<file path="src/rtl/lo_psync_pkg.sv">
// ----------------------------------------------------------------------------
// lo_psync_pkg
//
// Purpose:
//   Shared definitions for the LO div2 phase-sync sequencer slice: the
//   sequencer state encoding, the encodings of the controller DONE field and
//   of the STATUS word, and small decode helpers used by the sequencer.
//
// Contents:
//   state_e       - sequencer states (3 bits)
//   DONE_*        - PS_DONE encodings ([1] finished, [0] success)
//   STATUS_*      - STATUS encodings ([1] sequence finished, [0] success)
//   state_busy    - 1 for every state except IDLE, OK and FAIL
//   state_status  - STATUS value presented while in a given state
// ----------------------------------------------------------------------------
package lo_psync_pkg;

    typedef enum logic [2:0] {
        ST_IDLE   = 3'd0,
        ST_RST    = 3'd1,
        ST_SETTLE = 3'd2,
        ST_ARM    = 3'd3,
        ST_RETRY  = 3'd4,
        ST_OK     = 3'd5,
        ST_FAIL   = 3'd6
    } state_e;

    localparam logic [1:0] DONE_RUN  = 2'b00;
    localparam logic [1:0] DONE_FAIL = 2'b10;
    localparam logic [1:0] DONE_OK   = 2'b11;

    localparam logic [1:0] STATUS_NONE = 2'b00;
    localparam logic [1:0] STATUS_FAIL = 2'b10;
    localparam logic [1:0] STATUS_OK   = 2'b11;

    function automatic logic state_busy(input state_e s);
        return !((s == ST_IDLE) || (s == ST_OK) || (s == ST_FAIL));
    endfunction

    function automatic logic [1:0] state_status(input state_e s);
        logic [1:0] st;
        case (s)
            ST_OK:   st = STATUS_OK;
            ST_FAIL: st = STATUS_FAIL;
            default: st = STATUS_NONE;
        endcase
        return st;
    endfunction

endpackage

</file>
<file path="src/rtl/lo_psync_tmr.sv">
// ----------------------------------------------------------------------------
// lo_psync_tmr
//
// Purpose:
//   Cycle counter shared by the reset/settle dwell and the ARM timeout of the
//   phase-sync sequencer. The counter clears to zero, counts up while enabled
//   and saturates at all-ones instead of wrapping. The terminal value is
//   loaded combinationally by the owner each cycle; HIT flags that the
//   current count equals it.
//
// Ports:
//   clk    in   clock, rising edge
//   rst_n  in   asynchronous active-low reset
//   clr    in   synchronous clear (wins over en)
//   en     in   count enable
//   term   in   W  terminal value compared against the count
//   hit    out  count equals term
// ----------------------------------------------------------------------------
module lo_psync_tmr #(
    parameter int W = 20
) (
    input  logic         clk,
    input  logic         rst_n,
    input  logic         clr,
    input  logic         en,
    input  logic [W-1:0] term,
    output logic         hit
);

    logic [W-1:0] cnt_q;
    logic [W-1:0] cnt_d;

    // Saturating up-count: once at all-ones the count sticks so a disabled
    // timeout (very long ARM) can never alias back onto a small terminal.
    always_comb begin
        cnt_d = cnt_q;
        if (clr) begin
            cnt_d = '0;
        end else if (en && (cnt_q != '1)) begin
            cnt_d = cnt_q + W'(1);
        end
    end

    always_ff @(posedge clk or negedge rst_n) begin
        if (!rst_n) begin
            cnt_q <= '0;
        end else begin
            cnt_q <= cnt_d;
        end
    end

    assign hit = (cnt_q == term);

endmodule

</file>
<file path="src/rtl/lo_psync_seq.sv">
// ----------------------------------------------------------------------------
// lo_psync_seq
//
// Purpose:
//   Sequencer sitting directly downstream of the LO div2 phase-sync
//   controller. Each START runs up to MAX_RETRY+1 sync attempts. An attempt
//   holds the controller in reset for RST_CYC cycles, lets it settle for
//   another RST_CYC cycles, then enables it and waits for DONE or a timeout.
//   A failed or timed-out attempt is retried until the attempt budget is
//   spent. The final I/Q swap decision is held for the LO output mux and a
//   status summary is presented to the register bank.
//
// Optional feature (macro LO_PSYNC_SEQ_IRQ_EN):
//   Adds IRQ, a one-cycle pulse on entry to OK or FAIL, and IRQ_MASK which
//   suppresses that pulse. Without the macro neither port exists.
//
// Ports:
//   CLK        in   clock, rising edge
//   NARST      in   asynchronous active-low reset
//   START      in   one-cycle pulse, begins a sequence (ignored while BUSY)
//   ABORT      in   level, forces IDLE; highest priority
//   TIMEOUT    in   TOW  ARM cycles allowed per attempt, 0 disables
//   PS_DONE    in   2    controller DONE: [1] finished, [0] success
//   PS_EXCHOP  in   controller I/Q exchange request
//   IRQ_MASK   in   (IRQ build only) suppress the IRQ pulse
//   IRQ        out  (IRQ build only) pulse on entry to OK / FAIL
//   PS_EN      out  controller enable
//   PS_NARST   out  controller reset, active low, registered
//   IQ_SWAP    out  I/Q exchange applied at the LO mux
//   BUSY       out  high in every state except IDLE, OK, FAIL
//   STATUS     out  2    [1] sequence finished, [0] success
//   TO_FLAG    out  last attempt ended by timeout
//   ATTEMPTS   out  AW   attempts started in the current or last sequence
// ----------------------------------------------------------------------------
module lo_psync_seq
    import lo_psync_pkg::*;
#(
    parameter int MAX_RETRY = 3,
    parameter int RST_CYC   = 8,
    parameter int TOW       = 20,
    parameter int AW        = 3
) (
    input  logic           CLK,
    input  logic           NARST,
    input  logic           START,
    input  logic           ABORT,
    input  logic [TOW-1:0] TIMEOUT,
    input  logic [1:0]     PS_DONE,
    input  logic           PS_EXCHOP,
`ifdef LO_PSYNC_SEQ_IRQ_EN
    input  logic           IRQ_MASK,
    output logic           IRQ,
`endif
    output logic           PS_EN,
    output logic           PS_NARST,
    output logic           IQ_SWAP,
    output logic           BUSY,
    output logic [1:0]     STATUS,
    output logic           TO_FLAG,
    output logic [AW-1:0]  ATTEMPTS
);

    localparam logic [TOW-1:0] DWELL_TERM   = TOW'(RST_CYC - 1);
    localparam logic [AW-1:0]  LAST_ATTEMPT = AW'(MAX_RETRY + 1);

    state_e          state_q;
    state_e          state_d;
    logic            ps_en_q;
    logic            ps_en_d;
    logic            ps_narst_q;
    logic            ps_narst_d;
    logic            iq_swap_q;
    logic            iq_swap_d;
    logic            busy_q;
    logic            busy_d;
    logic [1:0]      status_q;
    logic [1:0]      status_d;
    logic            to_flag_q;
    logic            to_flag_d;
    logic [AW-1:0]   attempts_q;
    logic [AW-1:0]   attempts_d;
`ifdef LO_PSYNC_SEQ_IRQ_EN
    logic            irq_q;
    logic            irq_d;
`endif

    logic            tmr_clr;
    logic            tmr_en;
    logic            tmr_hit;
    logic [TOW-1:0]  tmr_term;
    logic            arm_timeout;

    // One counter serves both dwells and the ARM timeout. It restarts at
    // zero on every state change, so in RST/SETTLE it hits after exactly
    // RST_CYC cycles and in ARM after exactly TIMEOUT cycles.
    always_comb begin
        tmr_term = DWELL_TERM;
        if (state_q == ST_ARM) begin
            tmr_term = TIMEOUT - TOW'(1);
        end
    end

    assign tmr_clr = (state_d != state_q);
    assign tmr_en  = (state_q == ST_RST) || (state_q == ST_SETTLE) ||
                     (state_q == ST_ARM);

    lo_psync_tmr #(
        .W (TOW)
    ) u_tmr (
        .clk   (CLK),
        .rst_n (NARST),
        .clr   (tmr_clr),
        .en    (tmr_en),
        .term  (tmr_term),
        .hit   (tmr_hit)
    );

    // A finished controller always wins over an expiring timeout, so the
    // timeout only qualifies while DONE[1] is still low.
    assign arm_timeout = (TIMEOUT != '0) && tmr_hit && !PS_DONE[1];

    // Next-state and bookkeeping. ABORT overrides everything, including a
    // START in the same cycle, and leaves ATTEMPTS/TO_FLAG untouched so the
    // aborted sequence can still be inspected.
    always_comb begin
        state_d    = state_q;
        to_flag_d  = to_flag_q;
        attempts_d = attempts_q;
        if (ABORT) begin
            state_d = ST_IDLE;
        end else begin
            case (state_q)
                ST_IDLE, ST_OK, ST_FAIL: begin
                    if (START) begin
                        state_d    = ST_RST;
                        attempts_d = AW'(1);
                        to_flag_d  = 1'b0;
                    end
                end
                ST_RST: begin
                    if (tmr_hit) begin
                        state_d = ST_SETTLE;
                    end
                end
                ST_SETTLE: begin
                    if (tmr_hit) begin
                        state_d = ST_ARM;
                    end
                end
                ST_ARM: begin
                    if (PS_DONE == DONE_OK) begin
                        state_d = ST_OK;
                    end else if (PS_DONE == DONE_FAIL) begin
                        state_d = ST_RETRY;
                    end else if (arm_timeout) begin
                        state_d   = ST_RETRY;
                        to_flag_d = 1'b1;
                    end
                end
                ST_RETRY: begin
                    if (attempts_q == LAST_ATTEMPT) begin
                        state_d = ST_FAIL;
                    end else begin
                        state_d    = ST_RST;
                        attempts_d = attempts_q + AW'(1);
                        to_flag_d  = 1'b0;
                    end
                end
                default: begin
                    state_d = ST_IDLE;
                end
            endcase
        end
    end

    // Outputs are decoded from the next state and registered, so each one is
    // a flop that tracks the state register with no decode glitches; this
    // matters most for PS_NARST, which is an asynchronous reset downstream.
    // IQ_SWAP follows PS_EXCHOP one cycle late while in ARM, is held through
    // OK, and is forced low everywhere else.
    always_comb begin
        ps_en_d    = (state_d == ST_ARM) || (state_d == ST_OK);
        ps_narst_d = (state_d != ST_RST);
        busy_d     = state_busy(state_d);
        status_d   = state_status(state_d);
        iq_swap_d  = 1'b0;
        if ((state_d == ST_ARM) || (state_d == ST_OK)) begin
            iq_swap_d = (state_q == ST_ARM) ? PS_EXCHOP : iq_swap_q;
        end
    end

`ifdef LO_PSYNC_SEQ_IRQ_EN
    always_comb begin
        irq_d = (state_d != state_q) &&
                ((state_d == ST_OK) || (state_d == ST_FAIL)) &&
                !IRQ_MASK;
    end
`endif

    always_ff @(posedge CLK or negedge NARST) begin
        if (!NARST) begin
            state_q    <= ST_IDLE;
            ps_en_q    <= 1'b0;
            ps_narst_q <= 1'b1;
            iq_swap_q  <= 1'b0;
            busy_q     <= 1'b0;
            status_q   <= STATUS_NONE;
            to_flag_q  <= 1'b0;
            attempts_q <= '0;
        end else begin
            state_q    <= state_d;
            ps_en_q    <= ps_en_d;
            ps_narst_q <= ps_narst_d;
            iq_swap_q  <= iq_swap_d;
            busy_q     <= busy_d;
            status_q   <= status_d;
            to_flag_q  <= to_flag_d;
            attempts_q <= attempts_d;
        end
    end

`ifdef LO_PSYNC_SEQ_IRQ_EN
    always_ff @(posedge CLK or negedge NARST) begin
        if (!NARST) begin
            irq_q <= 1'b0;
        end else begin
            irq_q <= irq_d;
        end
    end

    assign IRQ = irq_q;
`endif

    assign PS_EN    = ps_en_q;
    assign PS_NARST = ps_narst_q;
    assign IQ_SWAP  = iq_swap_q;
    assign BUSY     = busy_q;
    assign STATUS   = status_q;
    assign TO_FLAG  = to_flag_q;
    assign ATTEMPTS = attempts_q;

endmodule

</file>
<file path="config.mk">
export PLATFORM = sky130hd
export DESIGN_NAME = lo_psync_seq
export DESIGN_NICKNAME = d
export VERILOG_FILES = /design/src/rtl/lo_psync_pkg.sv /design/src/rtl/lo_psync_tmr.sv /design/src/rtl/lo_psync_seq.sv
export SDC_FILE = /design/constraint.sdc
export NUM_CORES = 1
export LEC_CHECK = 0
export ABC_AREA = 0
export CORE_ASPECT_RATIO = 1.25
export CORE_MARGIN = 4
export CORE_UTILIZATION = 50
export CTS_CLUSTER_DIAMETER = 120
export CTS_CLUSTER_SIZE = 40
export DETAILED_ROUTE_END_ITERATION = 16
export PLACE_DENSITY = 0.76
export SKIP_LAST_GASP = 1
export SYNTH_ARGS = -nofsm -noshare
export SYNTH_HDL_FRONTEND = slang
export SYNTH_SLANG_ARGS = --single-unit
</file>
<file path="constraint.sdc">
create_clock -name CLK -period 3.45 [get_ports CLK]
set_clock_uncertainty 0.15 [all_clocks]
set_input_delay 0.69 -clock CLK [delete_from_list [all_inputs] [get_ports CLK]]
set_output_delay 0.69 -clock CLK [all_outputs]
set_load 0.02 [all_outputs]
</file>
==> results.sh <==
export IMPL_status="complete, but fails checks"
export IMPL_violations="negative setup slack"
export IMPL_cpMostUsedCell="buf_6"
export IMPL_post_route_drc_count=0
export IMPL_final_core_util=0.7899
export IMPL_synthAdderAreaFrac=0.01784
export IMPL_cts_buffers=5
export IMPL_fin_ws_ps=-867.1
export IMPL_cts_buffer_depth=2
export IMPL_gp_congestion=0.9573
export IMPL_setup_viol=30
export IMPL_critical_path_max_stage_delay_ps=470
export IMPL_hold_depth=2
export IMPL_r2r_start="state_q[2]$_DFF_PN0_"
export IMPL_overflow=0
export IMPL_leakagePower_nw=1.792
export IMPL_peakVddDrop_uv=290.3
export IMPL_synthMuxAreaShare=0.01784
export IMPL_worstMarginPinSlew_ps=672.0
export IMPL_crit_chain="buf_12 > inv_12 > ha_4 > or4b_4 > buf_6 > or4_4 > and3_4 > a311oi_4 > nand4_1 > or3_4 > buf_6 > o31a_1 > a2111oi_4 > o31ai_4 > buf_6 > buf_6 > nor2_1"
export IMPL_synth_edf_count=0
export IMPL_syn_area_um2=2805
export IMPL_async_flop_share=1.000
export IMPL_grt_start_max_net_pins=34
export IMPL_power_density_nw_per_um2=245.8
export IMPL_ant_nets=0
export IMPL_postCtsHoldBufs=0
export IMPL_rsz0062_at_grt="true"
export IMPL_synthTopCellsByCount="nor2_1, dfrtp_1, nand2_1"
export IMPL_reg2reg_slack_ps=-450
export IMPL_post_route_min_period_ps=4317
export IMPL_die_area_um2=6880
export IMPL_cts_tree="done"
export IMPL_synth_area_leaders="dfrtp_1, xnor2_1, nor2_1"
export IMPL_drt_initial_drc_count=206
export IMPL_ys_flop_type="dfrtp_1"
export IMPL_ys_warn_count=0
export IMPL_worstSetupPathType="input port to flip-flop"
export IMPL_crit_path_max_fanout=6
export IMPL_core_area_um2=5443
export IMPL_start_util=0.5154
export IMPL_avgSynthCellArea_um2=7.836
export IMPL_dp_hpwl_um=6296
export IMPL_viasPerCell=6.215
export IMPL_final_nets=492
export IMPL_grt_first_pass_wirelength_um=14590
export IMPL_cp_end_kind="flip-flop"
export IMPL_antenna_found_initial=0
export IMPL_htree_levels=2
export IMPL_diodes=0
export IMPL_timing_rr_end="u_tmr.cnt_q[19]$_DFFE_PN0P_"
export IMPL_synth_top_family_by_area="simple AND/OR/NAND/NOR gates"
export IMPL_relSlewSlack=0.5499
export IMPL_maxSlewViolCount=0
export IMPL_port_buffers=36
export IMPL_synth_nets=389
export IMPL_synth_cells=358
export IMPL_ff2ff_path_depth=13
export IMPL_required_ps=3510
export IMPL_first_global_vias=3260
export IMPL_ys_types=58
export IMPL_critPathArrivalTime_ps=4380
export IMPL_wl_per_cell_um=18.82
export IMPL_drive_gt1_frac=0.3398
export IMPL_ios=37
export IMPL_grt_usage=0.2693
export IMPL_ys_ff_latch=33
export IMPL_holdWs_ps=360.9
export IMPL_clk_pin_slew_ps=70
export IMPL_first_pass_iters=5
export IMPL_start_kind="input port"
export IMPL_min_path_type="flip-flop to flip-flop"
export IMPL_drt_total_wl_um=9900
export IMPL_hold_viol=0
export IMPL_die_width_um=75.00
export IMPL_synth_compound_area_share=0.1878
export IMPL_timing_final_crit_share=1.251
export IMPL_cts_root_buf="clkbuf_8"
export IMPL_netlist_area_leader_share=0.2855
export IMPL_vias=3269
export IMPL_fmax_mhz=231.6
export IMPL_holdPathEnd="TO_FLAG$_DFFE_PN0P_"
export IMPL_max_cap_violations=0
export IMPL_synthSimpleGateAreaFrac=0.3127
export IMPL_num_rows=30
export IMPL_yosys_area_share_xor_xnor=0.1093
export IMPL_clock_sinks=33
export IMPL_die_h_um=91.75
export IMPL_area_growth_pct=53.26
export IMPL_yosys_area_top_type="dfrtp_1"
export IMPL_min_from="TO_FLAG$_DFFE_PN0P_"
export IMPL_clkLatencyLatePin_ps=280
export IMPL_crit_path_top_delay_cell="or4b_4"
export IMPL_synth_most_common_cell="nor2_1"
export IMPL_synth_seq_area_share=0.2948
## layout by cell type (no fill, tap or decap), drive strengths merged, types with 2 or more instances in the layout
master         instances
buf                   84
nor2                  42
dfrtp                 32
nand2                 24
clkdlybuf4s50         24
xnor2                 21
inv                   21
a21oi                 16
nor3                  15
xor2                  14
nand3                 13
o21ai                 13
and3                  12
or3                   11
clkbuf                 9
nor4                   9
or4                    8
nand4                  7
dlygate4sd2            6
o41ai                  6
o211ai                 5
mux2i                  5
nand2b                 4
ha                     4
and2                   4
o31ai                  4
nor2b                  3
or2                    3
o31a                   3
a31oi                  3
a311oi                 3
o2111ai                2
o211a                  2
o21a                   2
o32a                   2
and4                   2
a32oi                  2
nor3b                  2
## repair_timing
item,in CTS,in global routing
setup buffers,12,5
gates cloned,2,0
pin swaps,33,13
gates resized for setup,82,32
endpoints found under the setup margin,30,30
## layer usage
| metal | GRT usage | routed length, um | up-vias |
|---|---|---|---|
| li1 | - | - | 1516 |
| met1 | 0.2962 | 3660 | 1575 |
| met2 | 0.4840 | 5339 | 141 |
| met3 | 0.03399 | 483 | 37 |
| met4 | 0.1380 | 417 | 0 |
| met5 | 0 | 0 | - |
## area by class of cell
type,instances,area (um2)
Inverter,21,96.34
Sequential cell,33,827.0
Fill cell,371,1144
Multi-Input combinational cell,283,2183
Clock buffer,8,90.09
Timing Repair Buffer,117,1022
Tap cell,64,80.08
## logic make-up after synthesis
| family | after synthesis |
|---|---|
| and+or+nand+nor | 166 |
| AOI/OAI and AO/OA | 73 |
| buffers and inverters | 42 |
| xor gates and xnor gates | 35 |
| DFF | 33 |
| muxes | 5 |
| adders and majority gates | 4 |
## critical path: cells and delay by family
family | cells | cell delay (ps)
AO/OA/AOI/OAI | 4 | 1130
adder cells (fa/ha/maj) | 1 | 110
buffers and inverters | 6 | 720
AND/OR/NAND/NOR | 6 | 1720
## state kept, by name, indices dropped and copies added, names as in the netlist
signal       flops
ATTEMPTS         3
BUSY             1
IQ_SWAP          1
PS_EN            1
PS_NARST         1
STATUS           2
TO_FLAG          1
state_q          3
u_tmr.cnt_q     20
## where the power goes
part | switching (W) | internal [W] | leakage (nW)
Clock | 0.000134 | 0.000163 | 0.0455
Sequential | 0.0000283 | 0.000407 | 0.447
Combinational | 0.000166 | 0.000159 | 1.30
## per-stage QoR
stage / cells / setup WS, ps / instance area, um2 / power (W) / TNS, ps
6_report: 526 / -867.1 / 4299 / 0.001057 / -21300
5_1_grt: 526 / -961.3 / 4299 / 0.001111 / -23750
4_1_cts: 523 / -780.0 / 4130 / 0.001036 / -18980
3_5_place_dp: 501 / -1622 / 3709 / 0.0007041 / -45720
3_3_place_gp: 501 / -1545 / 3709 / 0.0006935 / -43990
2_1_floorplan: 358 / -658.8 / 2907 / 0.0005744 / -16620
## worst max path at each step
stage,from,end,slack [ps],cells past startpoint
after floorplan,TIMEOUT[1],u_tmr.cnt_q[0]$_DFFE_PN0P_,-660,15
after global placement,TIMEOUT[1],u_tmr.cnt_q[3]$_DFFE_PN0P_,-1550,16
after detailed placement,TIMEOUT[1],u_tmr.cnt_q[4]$_DFFE_PN0P_,-1620,16
after CTS,TIMEOUT[1],u_tmr.cnt_q[8]$_DFFE_PN0P_,-780,16
after global routing,TIMEOUT[1],u_tmr.cnt_q[19]$_DFFE_PN0P_,-960,17
final,TIMEOUT[1],u_tmr.cnt_q[19]$_DFFE_PN0P_,-870,17
(Power assumes the default switching activity.)
